--- src/rtl/lcd_pkg.sv ---
// rtl/lcd_pkg.sv - shared types, bit positions and init ROM for the HD44780 controller
package lcd_pkg;

  typedef enum logic [2:0] {
    PWR_WAIT, INIT, IDLE, SETUP, PULSE, HOLD, EXEC
  } lcd_state_e;

  localparam int CMD_RS_BIT    = 8;
  localparam int CMD_TAG_BIT   = 9;
  localparam int CMD_BL_BIT    = 30;
  localparam int CMD_PWR_BIT   = 31;

  localparam int STAT_BUSY_BIT = 0;
  localparam int STAT_INIT_BIT = 1;
  localparam int STAT_TAG_BIT  = 2;

  // Entry 0 sits in the low byte: 0x38 x4, 0x0C, 0x01, 0x06.
  localparam int INIT_LEN = 7;
  localparam logic [INIT_LEN*8-1:0] INIT_ROM =
    {8'h06, 8'h01, 8'h0C, 8'h38, 8'h38, 8'h38, 8'h38};

  localparam logic [7:0] OPC_CLEAR = 8'h01;
  localparam logic [7:0] OPC_HOME  = 8'h02;

  function automatic logic [7:0] init_entry(input logic [2:0] idx);
    return INIT_ROM[{idx, 3'b000} +: 8];
  endfunction

  // Home ignores bit 0, so 0x02 and 0x03 both take the long wait.
  function automatic logic is_slow_cmd(input logic rs, input logic [7:0] data);
    return !rs && (data == OPC_CLEAR || data[7:1] == OPC_HOME[7:1]);
  endfunction

endpackage

--- src/rtl/lcd_if.sv ---
// rtl/lcd_if.sv - HD44780 pin bundle between controller and panel
interface lcd_if;
  logic [7:0] data;
  logic       rs;
  logic       rw;
  logic       en;
  logic       on;
  logic       blon;

  modport master (output data, rs, rw, en, on, blon);
  modport slave  (input  data, rs, rw, en, on, blon);
endinterface

--- src/rtl/lcd_delay.sv ---
// rtl/lcd_delay.sv - loadable down counter timing each controller state
module lcd_delay #(
  parameter int W = 8
) (
  input  logic         clk_i,
  input  logic         load,
  input  logic [W-1:0] value,
  output logic         done
);
  logic [W-1:0] cnt;

  // No reset of its own: the controller holds load high while in reset.
  always_ff @(posedge clk_i) begin
    if (load) begin
      cnt <= value;
    end else if (cnt != '0) begin
      cnt <= cnt - W'(1);
    end
  end

  assign done = (cnt == '0);
endmodule

--- src/rtl/lcd_ctrl.sv ---
// rtl/lcd_ctrl.sv - memory-mapped HD44780 controller: power-on init plus timed command writes
module lcd_ctrl
  import lcd_pkg::*;
#(
  parameter int T_SETUP_CYC = 2,
  parameter int T_EN_CYC    = 12,
  parameter int T_HOLD_CYC  = 2,
  parameter int T_EXEC_CYC  = 1850,
  parameter int T_CLEAR_CYC = 76000,
  parameter int T_PWRON_CYC = 2000000
) (
  input  logic         clk_i,
  input  logic         rst_ni,
  input  logic [31:0]  lcd_cmd_i,
  output logic [31:0]  lcd_stat_o,
  lcd_if.master        lcd
);
  localparam int T_M0  = (T_SETUP_CYC > T_EN_CYC) ? T_SETUP_CYC : T_EN_CYC;
  localparam int T_M1  = (T_M0 > T_HOLD_CYC) ? T_M0 : T_HOLD_CYC;
  localparam int T_M2  = (T_M1 > T_EXEC_CYC) ? T_M1 : T_EXEC_CYC;
  localparam int T_M3  = (T_M2 > T_CLEAR_CYC) ? T_M2 : T_CLEAR_CYC;
  localparam int T_MAX = (T_M3 > T_PWRON_CYC) ? T_M3 : T_PWRON_CYC;
  localparam int CW    = $clog2(T_MAX) + 1;

  lcd_state_e      state, state_n;
  logic            dly_load, dly_done;
  logic [CW-1:0]   dly_value;
  logic [7:0]      data_q;
  logic            rs_q, acc_tag, init_done, on_q, blon_q;
  logic [2:0]      init_idx;
  logic            busy, en;
  logic            pwr, tag_in, pending, last_step;
  logic            unused_cmd_bits;

  assign pwr             = lcd_cmd_i[CMD_PWR_BIT];
  assign tag_in          = lcd_cmd_i[CMD_TAG_BIT];
  assign pending         = (tag_in != acc_tag);
  assign last_step       = (init_idx == 3'(INIT_LEN - 1));
  assign unused_cmd_bits = ^lcd_cmd_i[29:10];

  lcd_delay #(.W(CW)) u_delay (
    .clk_i (clk_i),
    .load  (dly_load),
    .value (dly_value),
    .done  (dly_done)
  );

  always_ff @(posedge clk_i) begin
    if (!rst_ni) state <= PWR_WAIT;
    else         state <= state_n;
  end

  always_comb begin
    state_n = state;
    if (!pwr) begin
      state_n = PWR_WAIT;
    end else begin
      unique case (state)
        PWR_WAIT: if (dly_done) state_n = INIT;
        INIT:     state_n = SETUP;
        IDLE:     if (pending) state_n = SETUP;
        SETUP:    if (dly_done) state_n = PULSE;
        PULSE:    if (dly_done) state_n = HOLD;
        HOLD:     if (dly_done) state_n = EXEC;
        EXEC:     if (dly_done) state_n = (init_done || last_step) ? IDLE : INIT;
        default:  state_n = PWR_WAIT;
      endcase
    end
  end

  // busy includes a pending tag so software never sees an idle gap before acceptance.
  always_comb begin
    busy      = (state != IDLE) || pending;
    en        = (state == PULSE);
    dly_load  = !rst_ni || (state_n != state) || (state == PWR_WAIT && !pwr);
    dly_value = '0;
    if (!rst_ni || state_n == PWR_WAIT) begin
      dly_value = CW'(T_PWRON_CYC - 1);
    end else begin
      unique case (state_n)
        SETUP:   dly_value = CW'(T_SETUP_CYC - 1);
        PULSE:   dly_value = CW'(T_EN_CYC - 1);
        HOLD:    dly_value = CW'(T_HOLD_CYC - 1);
        EXEC:    dly_value = is_slow_cmd(rs_q, data_q) ? CW'(T_CLEAR_CYC - 1)
                                                       : CW'(T_EXEC_CYC - 1);
        default: dly_value = '0;
      endcase
    end
    lcd_stat_o                = '0;
    lcd_stat_o[STAT_BUSY_BIT] = busy;
    lcd_stat_o[STAT_INIT_BIT] = init_done;
    lcd_stat_o[STAT_TAG_BIT]  = acc_tag;
  end

  always_ff @(posedge clk_i) begin
    if (!rst_ni) begin
      data_q    <= '0;
      rs_q      <= 1'b0;
      acc_tag   <= 1'b0;
      init_idx  <= '0;
      init_done <= 1'b0;
      on_q      <= 1'b0;
      blon_q    <= 1'b0;
    end else begin
      on_q   <= pwr;
      blon_q <= lcd_cmd_i[CMD_BL_BIT];
      if (!pwr) begin
        init_done <= 1'b0;
        init_idx  <= '0;
      end else begin
        if (state == INIT) begin
          data_q <= init_entry(init_idx);
          rs_q   <= 1'b0;
        end
        if (state == IDLE && pending) begin
          data_q  <= lcd_cmd_i[7:0];
          rs_q    <= lcd_cmd_i[CMD_RS_BIT];
          acc_tag <= tag_in;
        end
        if (state == EXEC && dly_done && !init_done) begin
          if (last_step) init_done <= 1'b1;
          else           init_idx  <= init_idx + 3'd1;
        end
      end
    end
  end

  assign lcd.data = data_q;
  assign lcd.rs   = rs_q;
  assign lcd.rw   = 1'b0;
  assign lcd.en   = en;
  assign lcd.on   = on_q;
  assign lcd.blon = blon_q;
endmodule

--- src/flat_wrapper.sv ---
// flat-port wrapper written by rule: the top's interface ports become plain ports
module lcd_ctrl_flat import lcd_pkg::*;
#(
  parameter int T_SETUP_CYC = 2,
  parameter int T_EN_CYC    = 12,
  parameter int T_HOLD_CYC  = 2,
  parameter int T_EXEC_CYC  = 1850,
  parameter int T_CLEAR_CYC = 76000,
  parameter int T_PWRON_CYC = 2000000
)
  (clk_i, rst_ni, lcd_cmd_i, lcd_stat_o, lcd_data, lcd_rs, lcd_rw, lcd_en, lcd_on, lcd_blon);
  lcd_if lcd_i ();
  input  logic clk_i;
  input  logic rst_ni;
  input  logic [31:0] lcd_cmd_i;
  output logic [31:0] lcd_stat_o;
  output wire logic [$bits(lcd_i.data)-1:0] lcd_data;
  output wire logic [$bits(lcd_i.rs)-1:0] lcd_rs;
  output wire logic [$bits(lcd_i.rw)-1:0] lcd_rw;
  output wire logic [$bits(lcd_i.en)-1:0] lcd_en;
  output wire logic [$bits(lcd_i.on)-1:0] lcd_on;
  output wire logic [$bits(lcd_i.blon)-1:0] lcd_blon;
  assign lcd_data = lcd_i.data;
  assign lcd_rs = lcd_i.rs;
  assign lcd_rw = lcd_i.rw;
  assign lcd_en = lcd_i.en;
  assign lcd_on = lcd_i.on;
  assign lcd_blon = lcd_i.blon;
  lcd_ctrl #(.T_SETUP_CYC(T_SETUP_CYC), .T_EN_CYC(T_EN_CYC), .T_HOLD_CYC(T_HOLD_CYC), .T_EXEC_CYC(T_EXEC_CYC), .T_CLEAR_CYC(T_CLEAR_CYC), .T_PWRON_CYC(T_PWRON_CYC)) u_core (.clk_i(clk_i), .rst_ni(rst_ni), .lcd_cmd_i(lcd_cmd_i), .lcd_stat_o(lcd_stat_o), .lcd(lcd_i));
endmodule
--- config.mk ---
export PLATFORM = sky130hd
export DESIGN_NAME = lcd_ctrl_flat
export DESIGN_NICKNAME = d
export VERILOG_FILES = /design/src/rtl/lcd_pkg.sv /design/src/rtl/lcd_if.sv /design/src/rtl/lcd_delay.sv /design/src/rtl/lcd_ctrl.sv /design/src/flat_wrapper.sv
export SDC_FILE = /design/constraint.sdc
export NUM_CORES = 1
export LEC_CHECK = 0
export CAP_MARGIN = 5
export CORE_MARGIN = 1.5
export CORE_UTILIZATION = 40
export CTS_BUF_LIST = sky130_fd_sc_hd__clkbuf_16
export CTS_CLUSTER_DIAMETER = 120
export CTS_CLUSTER_SIZE = 24
export DETAILED_ROUTE_END_ITERATION = 6
export PLACE_DENSITY = 0.74
export SYNTH_ARGS = -nofsm -noshare
export SYNTH_HDL_FRONTEND = slang
export SYNTH_HIERARCHICAL = 1
export SYNTH_SLANG_ARGS = --single-unit
--- constraint.sdc ---
create_clock -name clk_i -period 12.65 [get_ports clk_i]
set_clock_uncertainty 0.05 [all_clocks]
set_input_delay 3.1625 -clock clk_i [delete_from_list [all_inputs] [get_ports clk_i]]
set_output_delay 3.1625 -clock clk_i [all_outputs]
set_load 0.005 [all_outputs]
==> summary.md <==
| Metric | Value |
|---|---|
| Total routed wirelength | `5.778 mm` |
| Clock buffer depth | `2` |
| Max stage delay on crit path | `0.47 ns` |
| Fmax | `131.6 MHz` |
| Drt pass-1 iters | `5` |
| Max-slew violations | `0` |
| Setup CP Type | `in -> out` |
| Final Setup Violations | `0` |
| Crit path max-delay family | `buffers and inverters` |
| Crit start category | `input pin` |
| CP endpoint kind | `primary output` |
| Top cells by count, synth | `nand2_1 (35), buf_4 (33), nor2_1 (27)` |
| Layout cells sized above 1 | `6.195%` |
| Syn Area/Cell | `8.822 µm²` |
| CP max FO | `3` |
| Num CTS Buffers | `5` |
| Antenna violations before repair | `0` |
| Crit-path slowest cell | `clkdlybuf4s50_1` |
| Met2 GRT Util | `27.34%` |
| Clock latency on the worst-skew pair | `0.28 ns` |
| Yosys reg bits | `41` |
| Reg-to-reg slack, setup | `8.23 ns` |
| First-pass GRT wire length | `9.439 mm` |
| Required @ worst endpoint | `9.44 ns` |
| Crit-path cells | `clkdlybuf4s50_1 > xnor2_1 > nand2_1 > clkdlybuf4s50_1` |
| Share of the synthesized area in the top cell type | `23.62%` |
| Root buffer cell | `clkbuf_16` |
| EDFF count, synth | `22` |
| H-tree depth | `2` |
| Max VDD drop | `0.00006149 V` |
| Layer with the highest usage | `met2` |
| Synth Flop Type | `edfxtp_1` |
| Max transition margin | `29.69%` |
| TritonCTS Sinks | `41` |
| Gpl congestion | `0.8409` |
| Hold crit path type | `reg -> reg` |
| Crit share post-route | `60.08%` |
| Most numerous cell in the Yosys netlist | `nand2_1` |
| GR Util met3 | `3.429%` |
| Most common cell on crit path | `clkdlybuf4s50_1` |
| Synth top area cells | `edfxtp_1 (24%), dfxtp_1 (14%), buf_4 (8.9%)` |
| Mapped Cells | `317` |
| # diodes | `0` |
| Buffers on Ports | `28` |
| Ys Warns | `6` |
| Initial DRC Count | `97` |
| Initial core utilization | `41.16%` |
| RSZ-0062 raised after global routing | `false` |
| Chip height | `86.61 µm` |
| Leading area contributor after synthesis | `edfxtp_1` |
| Static Leak | `1.209 nW` |
| Clock period minus worst slack | `7.600 ns` |
| Synthesized cell area | `2796 µm²` |
| Antenna-violating nets left | `0` |
| CTS Hold Bufs | `0` |
| Routed WL per cell | `13.28 µm` |
| P&R area growth vs syn | `14.41%` |
| Measured slew at the worst slew-check pin | `1.047 ns` |
| Post_cts resized | `0` |
| Die area | `7501 µm²` |
| Met1 usage | `19.80%` |
| Synth cell types | `54` |
| TritonCTS clock tree | `built` |
| Vias in the first global route | `2,024` |
| Final Net Count | `377` |
| Die width | `86.61 µm` |
| DRC | `0` |
| Drt via density | `5.115` |
| Setup Fix Bufs, Post-CTS | `0` |
| Max_cap viols | `0` |
| Arr. time, crit path | `4.39 ns` |
| Setup TNS | `0 ns` |
| Largest net degree at the start of global routing | `32` |
| Routed via count | `2,225` |
| Row count | `30` |
| Dpl hpwl | `4.028 mm` |
| Ports | `79` |
| Reg clk slew, reported paths | `0.06 ns` |
| Grt ovf | `0` |
| Hold Vio Cnt, Final | `0` |
| Total track usage | `15.89%` |
| Core region area | `6794 µm²` |
| PD cells | `101.4 nW/µm²` |
| Power Total | `0.0003244 W` |
| CP Buf/Inv Count | `2` |
| Status | `completed` |
| Sequential-to-total area share from yosys stat | `37.23%` |
| Fillers | `655` |
| Async set or reset register ratio after synthesis | `0%` |
-- flip-flops by register name (all words and copies together), names as in the netlist --
name                count
u_core/init_done        1
u_core/lcd.on           1
u_core/lcd.rs           1
u_core/lcd.blon         1
u_core/acc_tag          1
u_core/init_idx         3
u_core/u_delay/cnt     22
u_core/state            3
u_core/lcd.data         8
-- placed cells by master (no fill, tap or decap), drive strengths merged, types with 10 or more instances in the layout --
master	Yosys	final
a31oi	10	10
nor2	27	27
xor2	10	10
nand2	35	35
o21ai	28	28
clkdlybuf4s50	0	28
edfxtp	22	22
conb	1	33
dfxtp	19	19
-- worst reg2reg max path: cells and delay by family, from the launching register on --
family                     cells  cell delay (ns)
AOI/OAI and AO/OA              1             0.31
xor gates and xnor gates       1             0.15
adders and majority gates      1             0.18
buffers and inverters          3             0.59
DFF                            1             0.46
and+or+nand+nor                7             2.26
-- path summary, 6_finish.rpt --
kind,startpoint,to,cells after the start
max,lcd_cmd_i[9],lcd_stat_o[0],4
min,u_core/lcd.data[3],u_core/lcd.data[3],2
max reg2reg,u_core/u_delay/cnt[0],u_core/u_delay/cnt[4],13
min reg2reg,u_core/lcd.data[3],u_core/lcd.data[3],2
-- through the flow --
step                setup WS [ns]  utilization (%)  cells  instance area [µm²]  hold slack [ns]
detailed placement          5.044            44.31    427                 3010           0.4328
finish                      5.050            47.09    435                 3199           0.4511
CTS                         5.039            47.09    435                 3199           0.4430
global route                4.993            47.09    435                 3199           0.4801
global placement            5.050            44.31    427                 3010           0.4145
floorplan                   5.895                -    349                 2917           0.4108
-- area by class of cell --
class	count	area [µm²]	share of cell area, %
Clock buffer	6	150.1	4.693
Clock inverter	2	38.79	1.212
Inverter	9	33.78	1.056
Multi-Input combinational cell	251	1520	47.52
Sequential cell	41	1041	32.54
Tap cell	96	120.1	3.754
Timing Repair Buffer	30	295.3	9.230
-- cell families (layout without fill, tap and decap cells) --
group                      after synthesis  count (layout)  synth area share, %
buffers and inverters                   57              47                12.71
DFF                                     41              41                37.23
muxes                                    2               2               0.7159
AOI/OAI and AO/OA                       70              70                16.60
and+or+nand+nor                        124             124                25.06
adders and majority gates                5               5                2.237
xor gates and xnor gates                17              17                5.324
other                                    1              33               0.1341
-- layer usage --
layer,share of wire [%],vias to the layer above
met2,50,59
met5,0,-
met4,0.76,0
met3,4.2,4
met1,45,1048
li1,-,1114
-- report_power, final --
group | switching [W] | leakage (nW) | internal (W)
clock | 0.0000524 | 0.0926 | 0.000106
sequential | 0.00000395 | 0.373 | 0.000143
combinational | 0.0000111 | 0.744 | 0.00000807
total | 0.0000674 | 1.21 | 0.000257
Power figures use the tool's default switching activity.
